==> src/rtl/vic_prio.sv <==
// Vectored interrupt controller with N prioritised channels, where channel 0 has the highest priority.
// Each channel can be edge-latched or level-following, and the controller handles vector acknowledge on the CPU bus.
module vic_prio #(
    parameter int          N        = 2,
    parameter logic [N-1:0] EDGE    = {N{1'b1}},
    parameter logic [15:0] SPUR_VEC = 16'o000000
) (
    input  logic            clk_sys,
    input  logic            reset,
    input  logic            ce,
    input  logic [N-1:0]    ireq,
    input  logic [16*N-1:0] ivec,
    input  logic [N-1:0]    imask,
    input  logic            stb_i,
    output logic            irq_o,
    output logic [15:0]     dat_o,
    output logic            ack_o,
    output logic [N-1:0]    iack,
    output logic [N-1:0]    pend
);

    localparam int WW = (N > 1) ? $clog2(N) : 1;

    typedef enum logic {IDLE = 1'b0, ACK = 1'b1} state_t;

    state_t        state_reg, state_next;
    logic [N-1:0]  hist_reg, pend_reg, pend_next;
    logic [N-1:0]  eligible, clr;
    logic [N-1:0]  iack_reg, iack_next;
    logic          irq_reg, irq_next, ack_reg, ack_next;
    logic [15:0]   dat_reg, dat_next;
    logic [WW-1:0] win;
    logic          win_valid;

    assign eligible = pend_reg & ~imask;

    // Lowest index wins: scan downwards so the last hit is the smallest index.
    always_comb begin
        win       = '0;
        win_valid = 1'b0;
        for (int i = N - 1; i >= 0; i--) begin
            if (eligible[i]) begin
                win       = WW'(i);
                win_valid = 1'b1;
            end
        end
    end

    // For an edge channel, a new rising edge outranks a service clear in the same cycle.
    generate
        for (genvar gi = 0; gi < N; gi++) begin : g_pend
            assign pend_next[gi] = EDGE[gi]
                ? ((ireq[gi] & ~hist_reg[gi]) | (pend_reg[gi] & ~clr[gi]))
                : ireq[gi];
        end
    endgenerate

    // History follows ireq even in reset, so lines already high at release do not fire.
    always_ff @(posedge clk_sys) begin
        hist_reg <= ireq;
        if (reset) pend_reg <= '0;
        else       pend_reg <= pend_next;
    end

    always_ff @(posedge clk_sys) begin
        if (reset)   state_reg <= IDLE;
        else if (ce) state_reg <= state_next;
    end

    always_comb begin
        state_next = state_reg;
        case (state_reg)
            IDLE:    if (stb_i)  state_next = ACK;
            ACK:     if (!stb_i) state_next = IDLE;
            default: state_next = IDLE;
        endcase
    end

    always_comb begin
        irq_next  = irq_reg;
        ack_next  = ack_reg;
        dat_next  = dat_reg;
        iack_next = '0;
        clr       = '0;
        if (ce) begin
            case (state_reg)
                IDLE: begin
                    if (stb_i) begin
                        irq_next = 1'b0;
                        ack_next = 1'b1;
                        if (win_valid) begin
                            dat_next       = ivec[16*int'(win) +: 16];
                            iack_next[win] = 1'b1;
                            clr[win]       = 1'b1;
                        end else begin
                            dat_next = SPUR_VEC;
                        end
                    end else begin
                        irq_next = |eligible;
                    end
                end
                ACK: begin
                    irq_next = 1'b0;
                    if (!stb_i) begin
                        ack_next = 1'b0;
                        dat_next = 16'h0000;
                    end
                end
                default: irq_next = 1'b0;
            endcase
        end
    end

    // iack is not ce-gated: it falls on the very next clk_sys edge.
    always_ff @(posedge clk_sys) begin
        if (reset) begin
            irq_reg  <= 1'b0;
            ack_reg  <= 1'b0;
            dat_reg  <= 16'h0000;
            iack_reg <= '0;
        end else begin
            irq_reg  <= irq_next;
            ack_reg  <= ack_next;
            dat_reg  <= dat_next;
            iack_reg <= iack_next;
        end
    end

    assign irq_o = irq_reg;
    assign ack_o = ack_reg;
    assign dat_o = dat_reg;
    assign iack  = iack_reg;
    assign pend  = pend_reg;

endmodule

==> config.mk <==
export PLATFORM = sky130hd
export DESIGN_NAME = vic_prio
export DESIGN_NICKNAME = d
export VERILOG_FILES = /design/src/rtl/vic_prio.sv
export SDC_FILE = /design/constraint.sdc
export NUM_CORES = 1
export LEC_CHECK = 0
export ABC_CLOCK_PERIOD_IN_PS = 2950
export BUFFER_PORTS_ARGS = -buffer_cell sky130_fd_sc_hd__buf_2
export CORE_MARGIN = 1.5
export CORE_UTILIZATION = 29
export CTS_BUF_LIST = sky130_fd_sc_hd__clkbuf_4 sky130_fd_sc_hd__clkbuf_8
export CTS_CLUSTER_SIZE = 14
export DETAILED_ROUTE_END_ITERATION = 8
export PLACE_DENSITY = 0.67
export SLEW_MARGIN = 20
export SYNTH_ARGS = -nofsm -noshare
export SYNTH_HDL_FRONTEND = slang
export SYNTH_SLANG_ARGS = --single-unit
export TNS_END_PERCENT = 5
==> constraint.sdc <==
create_clock -name clk_sys -period 2.95 [get_ports clk_sys]
set_clock_uncertainty 0.05 [all_clocks]
set_input_delay 0.1475 -clock clk_sys [delete_from_list [all_inputs] [get_ports clk_sys]]
set_output_delay 0.1475 -clock clk_sys [all_outputs]
set_load 0.1 [all_outputs]
; ---- Yosys cells after proc, flatten, opt, wreduce, memory -nomap -nowiden
; Cells that the tools add are included.
[op_classes]
order_cmp = 2
n_eq_ne = 2
shifts = 1
mux = 19
bitwise_logic = 13
reduce_logical = 3
[op_table]
columns = cell, count
row1 = two-way mux 16 bit, 3
row2 = one-hot mux 16 bit (2 select lines), 1
row3 = indexed part select 32 x 6 -> 16 bit, 1
row4 = two-way mux 1 bit, 8
row5 = two-way mux 2 bit, 4
row6 = NOT 1 bit, 5
row7 = AND 1 bit, 4
row8 = "inequality test 2 bit, second input constant", 2
row9 = one-hot mux 1 bit (2 select lines), 2
row10 = AND reduction 3 bit, 1
row11 = AND 2 bit, 1
row12 = "< comparator 1 x 2 -> 1 bit, second input constant", 1
row13 = NOT 2 bit, 1
row14 = OR 1 bit, 2
row15 = OR reduction 2 bit, 1
row16 = demux 1 bit (select 1 bit), 1
row17 = ">= comparator 1 bit, second input constant", 1
row18 = logical AND 1 bit, 1
[word_totals]
register_bits = 25
inputBits = 40

; ---- Logic depth before layout (Yosys ltp)
[logic_depth]
word_depth = 15
depth_mapped = 6
depth_no_buf = 4

; ---- Least setup slack after synthesis
; No wires, ideal clock.
[synth_timing]
path_kind = reg-to-reg
start = reg pend_reg[1], in the netlist pend[1]
end = reg pend_reg[1], in the netlist pend[1]
setup_time_ns = 0.134
arrival_time_ns = 1.736
required_time_ns = 2.766
path_slack_ns = 1.030
stages_incl_launch_ff = 6
path_buffers = 2
period_less_slack_ns = 1.920
path_cell_list = dfxtp_1 nand3b_1 buf_6 buf_6 o31ai_1 a21oi_1
[synth_between]
elab_chain_len = 14
[synth_rtl]
columns = element, line_no
row1 = start: declaration, 27  ; logic [N-1:0] hist_reg, pend_reg, pend_next;
row2 = start signal: assignment, 62  ; else pend_reg <= pend_next;
row3 = AND 2 bit, 35  ; assign eligible = pend_reg & ~imask;
row4 = two-way mux 1 bit (2 in a row), 42  ; if (eligible[i]) begin
row5 = < comparator 1 x 2 -> 1 bit (implied by the code) / >= comparator 1 bit (equally long branches), 94  ; clr[win] = 1'b1;
row6 = logical AND 1 bit (implied by the code), 94
row7 = two-way mux 1 bit (implied by the code), 94
row8 = demux 1 bit (select 1 bit), 94
row9 = two-way mux 2 bit, 91  ; if (win_valid) begin
row10 = two-way mux 2 bit (2 in a row), n/a
row11 = two-way mux 2 bit, 85  ; if (ce) begin
row12 = NOT 1 bit, 53  ; ? ((ireq[gi] & ~hist_reg[gi]) | (pend_reg[gi] & ~clr[gi]))
row13 = AND 1 bit (*), 53
row14 = OR 1 bit (*), 53
; Every way passes the cells marked *; elsewhere a longest branch is shown, timed or not.
; A chain may end at the register's enable or synchronous reset.

; ---- Worst setup path in the final report
[layout_timing]
start = reg pend_reg[0], in the netlist pend[0]
end = reg dat_reg[3], in the netlist dat_o[3]
[layout_between]
elab_chain_len = 6
[layout_rtl]
columns = element, line_no
row1 = AND 2 bit (*), 35
row2 = two-way mux 1 bit, 42
row3 = indexed part select 32 x 6 -> 16 bit, 92  ; dat_next = ivec[16*int'(win) +: 16];
row4 = two-way mux 16 bit (*), 91
row5 = two-way mux 16 bit (*), 88  ; if (stb_i) begin
row6 = one-hot mux 16 bit (2 select lines) (*), 86  ; case (state_reg)
row7 = end signal: assignment, 124  ; dat_reg <= dat_next;
row8 = end: declaration, 31  ; logic [15:0] dat_reg, dat_next;
; Every way passes the cells marked *; elsewhere a longest branch is shown, timed or not. The select of a mux whose other input is x is not followed.

==> impl_metrics.py <==
metrics = {
    "critical_path": {
        "crit_chain": "nand2b_4 > nand3b_1 > buf_4 > mux2i_1 > o21ai_0",
        "timing.rr.start": "pend[0]$_SDFF_PP0_",
        "worst-endpoint-arrival_ns": 1.80,
        "timing.critical_path.fanout_max": 11,
        "required_ns": 3.10,
        "minimum_setup_slack_among_reg_to_reg_paths_ns": 1.30,
        "setup.worst_path.end": "dat_o[3]$_SDFFE_PP0P_",
        "critPathCaptureType": "flop",
        "cell_with_the_largest_stage_delay_on_the_worst_path": "sky130_fd_sc_hd__nand3b_1",
        "path_class": "reg -> reg",
        "critPathLaunch": "pend[0]$_SDFF_PP0_",
        "worst_r2r_endpoint": "dat_o[3]$_SDFFE_PP0P_",
        "critical-path-top-delay-family": "simple AND/OR/NAND/NOR gates",
        "r2r.worst_path.cells": 5,
        "critical_path_buf_inv_count": 1,
        "path_depth": 5,
        "crit_path_start_kind": "flop",
        "critPathMaxStageDelay_ns": 0.44,
    },
    "drt": {
        "drt_iter0_drc": 26,
        "remaining_drc_errors": 0,
        "via_count": 939,
        "detail_route.vias_per_cell": 4.37,
        "totalWireLength_mm": 2.29,
        "residual_antenna_violating_net_count_after_detailed_routing": 0,
        "dr.pass1.iters": 4,
        "wl_per_cell_um": 10.6,
    },
    "cts": {
        "clk_pin_slew_worst_paths_ns": 0.14,
        "clock_tree.root_cell": "sky130_fd_sc_hd__clkbuf_4",
        "hold_bufs_inserted_after_cts": 2,
        "clock_sinks": 25,
        "clk-insertion-delay-late_ns": 0.30,
        "clock_tree.buffer_depth": 2,
        "tritoncts": "done",
        "cts_made_buffers": 3,
        "clock_tree.htree_level_count": 1,
        "postCtsSetupRepairBufs": 0,
        "cts_resized": 0,
    },
    "final_layout": {
        "largest_register_ffs": 16,
        "post_layout_net_count": 210,
        "areaGrowthSynthToFinish_pct": 35.2,
        "multiInputGateArea_um2": 473,
        "fill_cells": 358,
        "post_route_cells_drive_above_1_share_pct": 42.0,
        "diodes": 0,
        "total_area_of_sequential_cells_um2": 500,
    },
    "synthesis": {
        "yosys_most_used_dff": "sky130_fd_sc_hd__dfxtp_1",
        "cell_variety_after_synth": 22,
        "synth_top_cells_by_area": "sky130_fd_sc_hd__dfxtp_1, sky130_fd_sc_hd__mux2i_1, sky130_fd_sc_hd__nand2_1, sky130_fd_sc_hd__o21ai_1, sky130_fd_sc_hd__buf_6",
        "cell_type_contributing_the_most_total_cell_area_after_synthesis": "sky130_fd_sc_hd__dfxtp_1",
        "post_synth.cell_area_avg_um2": 9.66,
        "synth_top_cells_by_count": "sky130_fd_sc_hd__dfxtp_1, sky130_fd_sc_hd__mux2i_1, sky130_fd_sc_hd__nand2_1, sky130_fd_sc_hd__o21ai_1, sky130_fd_sc_hd__o21ai_0",
        "yosysMostFrequentCell": "sky130_fd_sc_hd__dfxtp_1",
        "async_reset_ff_share_pct": 0,
        "mappedNetlistArea_mm2": 0.00103,
        "postSynthNetCount": 147,
        "postSynthRegisterBits": 25,
        "syn-instance-count": 107,
        "synth_seq_area_share_pct": 48.4,
        "synth_top_area_share_pct": 48.4,
        "ys.warnings.count": 0,
        "synth_edf_count": 0,
    },
    "die": {
        "floorplan.die.width_um": 62.7,
        "core_area_mm2": 0.00339,
        "design.die.area_mm2": 0.00393,
        "initial_utilization_pct": 30.5,
        "die_y_um": 62.7,
        "pin_count": 62,
        "number_of_placement_rows": 21,
    },
    "global_routing": {
        "via_count_of_the_first_global_routing_pass": 856,
        "maximum_number_of_pins_on_one_net_before_global_route_repair": 17,
        "grtUsageTotal_pct": 12.0,
        "grt_overflow": 0,
        "grt_pass1_wl_mm": 3.78,
        "grt_antenna_before_repair": 0,
    },
    "sta": {
        "timing.setup.tns_ns": 0,
        "worstMarginPinSlew_ns": 0.725,
        "grt_setup_unrepaired": "false",
        "slew_headroom_pct": 51.7,
        "post-route-period-util_pct": 56.0,
        "fin_hold_ws_ns": 0.0415,
        "clock.fmax_mhz": 606,
        "timing_hold_violations_final": 0,
        "final_max_slew_viol_count": 0,
        "period_needed_ns": 1.65,
        "setup_viol": 0,
    },
    "power_and_ir_drop": {
        "power.static_leakage_nw": 0.748,
        "power_per_cell_area_mw_per_mm2": 466,
        "irDropWorstVdd_uv": 167,
    },
    "run_status": {
        "run_status": "finished, final reports clean",
    },
    "min_path": {
        "hold_path.class": "in -> reg",
        "min-delay-start": "ivec[25]",
    },
    "placement": {
        "placement.io_buffers": 61,
        "detailedPlacementHpwl_mm": 1.72,
        "gp_routability_congestion": 0.675,
    },
    "flow_run": {
        "cap_violations": 0,
    },
}
[cell type report]
| class | instances | share of cell area (%) |
|---|---|---|
| Timing Repair Buffer | 64 | 23.8 |
| Tap cell | 46 | 4.12 |
| Clock buffer | 4 | 2.15 |
| Sequential cell | 25 | 35.8 |
| Inverter | 1 | 0.269 |
| Multi-Input combinational cell | 75 | 33.8 |
[worst min path at each step]
stage,slack [ns],to,cells past startpoint
after global routing,0.02,dat_o[13]$_SDFFE_PP0P_,3
final,0.04,dat_o[9]$_SDFFE_PP0P_,3
after detailed placement,0.22,hist_reg[0]$_DFF_P_,1
after floorplan,0.13,hist_reg[0]$_DFF_P_,0
after CTS,0.03,dat_o[9]$_SDFFE_PP0P_,3
after global placement,0.22,hist_reg[0]$_DFF_P_,1
[stage by stage]
step / instance area (µm²) / util, % / power (mW) / std cells / setup WS [ns]
floorplan: 1030 / - / 0.462 / 107 / 1.03
global placement: 1350 / 39.8 / 0.498 / 209 / 1.33
detailed placement: 1350 / 39.8 / 0.498 / 209 / 1.27
CTS: 1400 / 41.2 / 0.661 / 215 / 1.26
global route: 1400 / 41.2 / 0.688 / 215 / 1.14
finish: 1400 / 41.2 / 0.651 / 215 / 1.30
[where the power goes]
group / leakage [nW] / internal (mW) / switching (mW)
Clock: 0.0184 / 0.0619 / 0.0974
Combinational: 0.526 / 0.0445 / 0.0927
Sequential: 0.203 / 0.348 / 0.00727
[worst min-delay path: stages]
cell,delay (ns)
sky130_fd_sc_hd__buf_2,0.07
sky130_fd_sc_hd__mux2i_1,0.05
sky130_fd_sc_hd__o21ai_1,0.10
[cells in the final DEF, fill, tap and decap left out]
cell type | netlist | layout
sky130_fd_sc_hd__a21oi_1 | 6 | 6
sky130_fd_sc_hd__a21oi_2 | 1 | 1
sky130_fd_sc_hd__buf_2 | 0 | 61
sky130_fd_sc_hd__buf_4 | 1 | 1
sky130_fd_sc_hd__clkbuf_4 | 0 | 4
sky130_fd_sc_hd__dfxtp_1 | 25 | 25
sky130_fd_sc_hd__dlygate4sd3_1 | 0 | 2
sky130_fd_sc_hd__inv_1 | 1 | 1
sky130_fd_sc_hd__mux2i_1 | 16 | 16
sky130_fd_sc_hd__nand2_1 | 16 | 16
sky130_fd_sc_hd__nand2_2 | 2 | 2
sky130_fd_sc_hd__nand2b_1 | 4 | 4
sky130_fd_sc_hd__nand2b_4 | 1 | 1
sky130_fd_sc_hd__nand3_1 | 1 | 1
sky130_fd_sc_hd__nand3b_1 | 1 | 1
sky130_fd_sc_hd__nor2_1 | 3 | 3
sky130_fd_sc_hd__nor3_2 | 1 | 1
sky130_fd_sc_hd__nor4_1 | 2 | 2
sky130_fd_sc_hd__o21ai_0 | 7 | 7
sky130_fd_sc_hd__o21ai_1 | 10 | 10
sky130_fd_sc_hd__o31ai_1 | 2 | 2
sky130_fd_sc_hd__or2b_1 | 1 | 1
sky130_fd_sc_hd__xor2_1 | 1 | 1
[layer usage]
layer  routed length (µm)  share of wire, %  GRT usage, %
met3                  140               6.1          2.88
met1                 1090                48          15.4
met2                 1050                46          20.0
met5                    0                 0             0
met4                   10              0.44          3.33
[cells by family (layout without fill, tap and decap cells)]
family / after synthesis / count (layout) / share of synthesized area (%)
AOI/OAI and AO/OA: 26 / 26 / 13.4
buffers and inverters: 7 / 69 / 5.81
and+or+nand+nor: 32 / 32 / 16.0
xor gates and xnor gates: 1 / 1 / 0.848
DFF: 25 / 25 / 48.4
muxes: 16 / 16 / 15.5
Note: power is estimated with default switching activity, not from simulation.
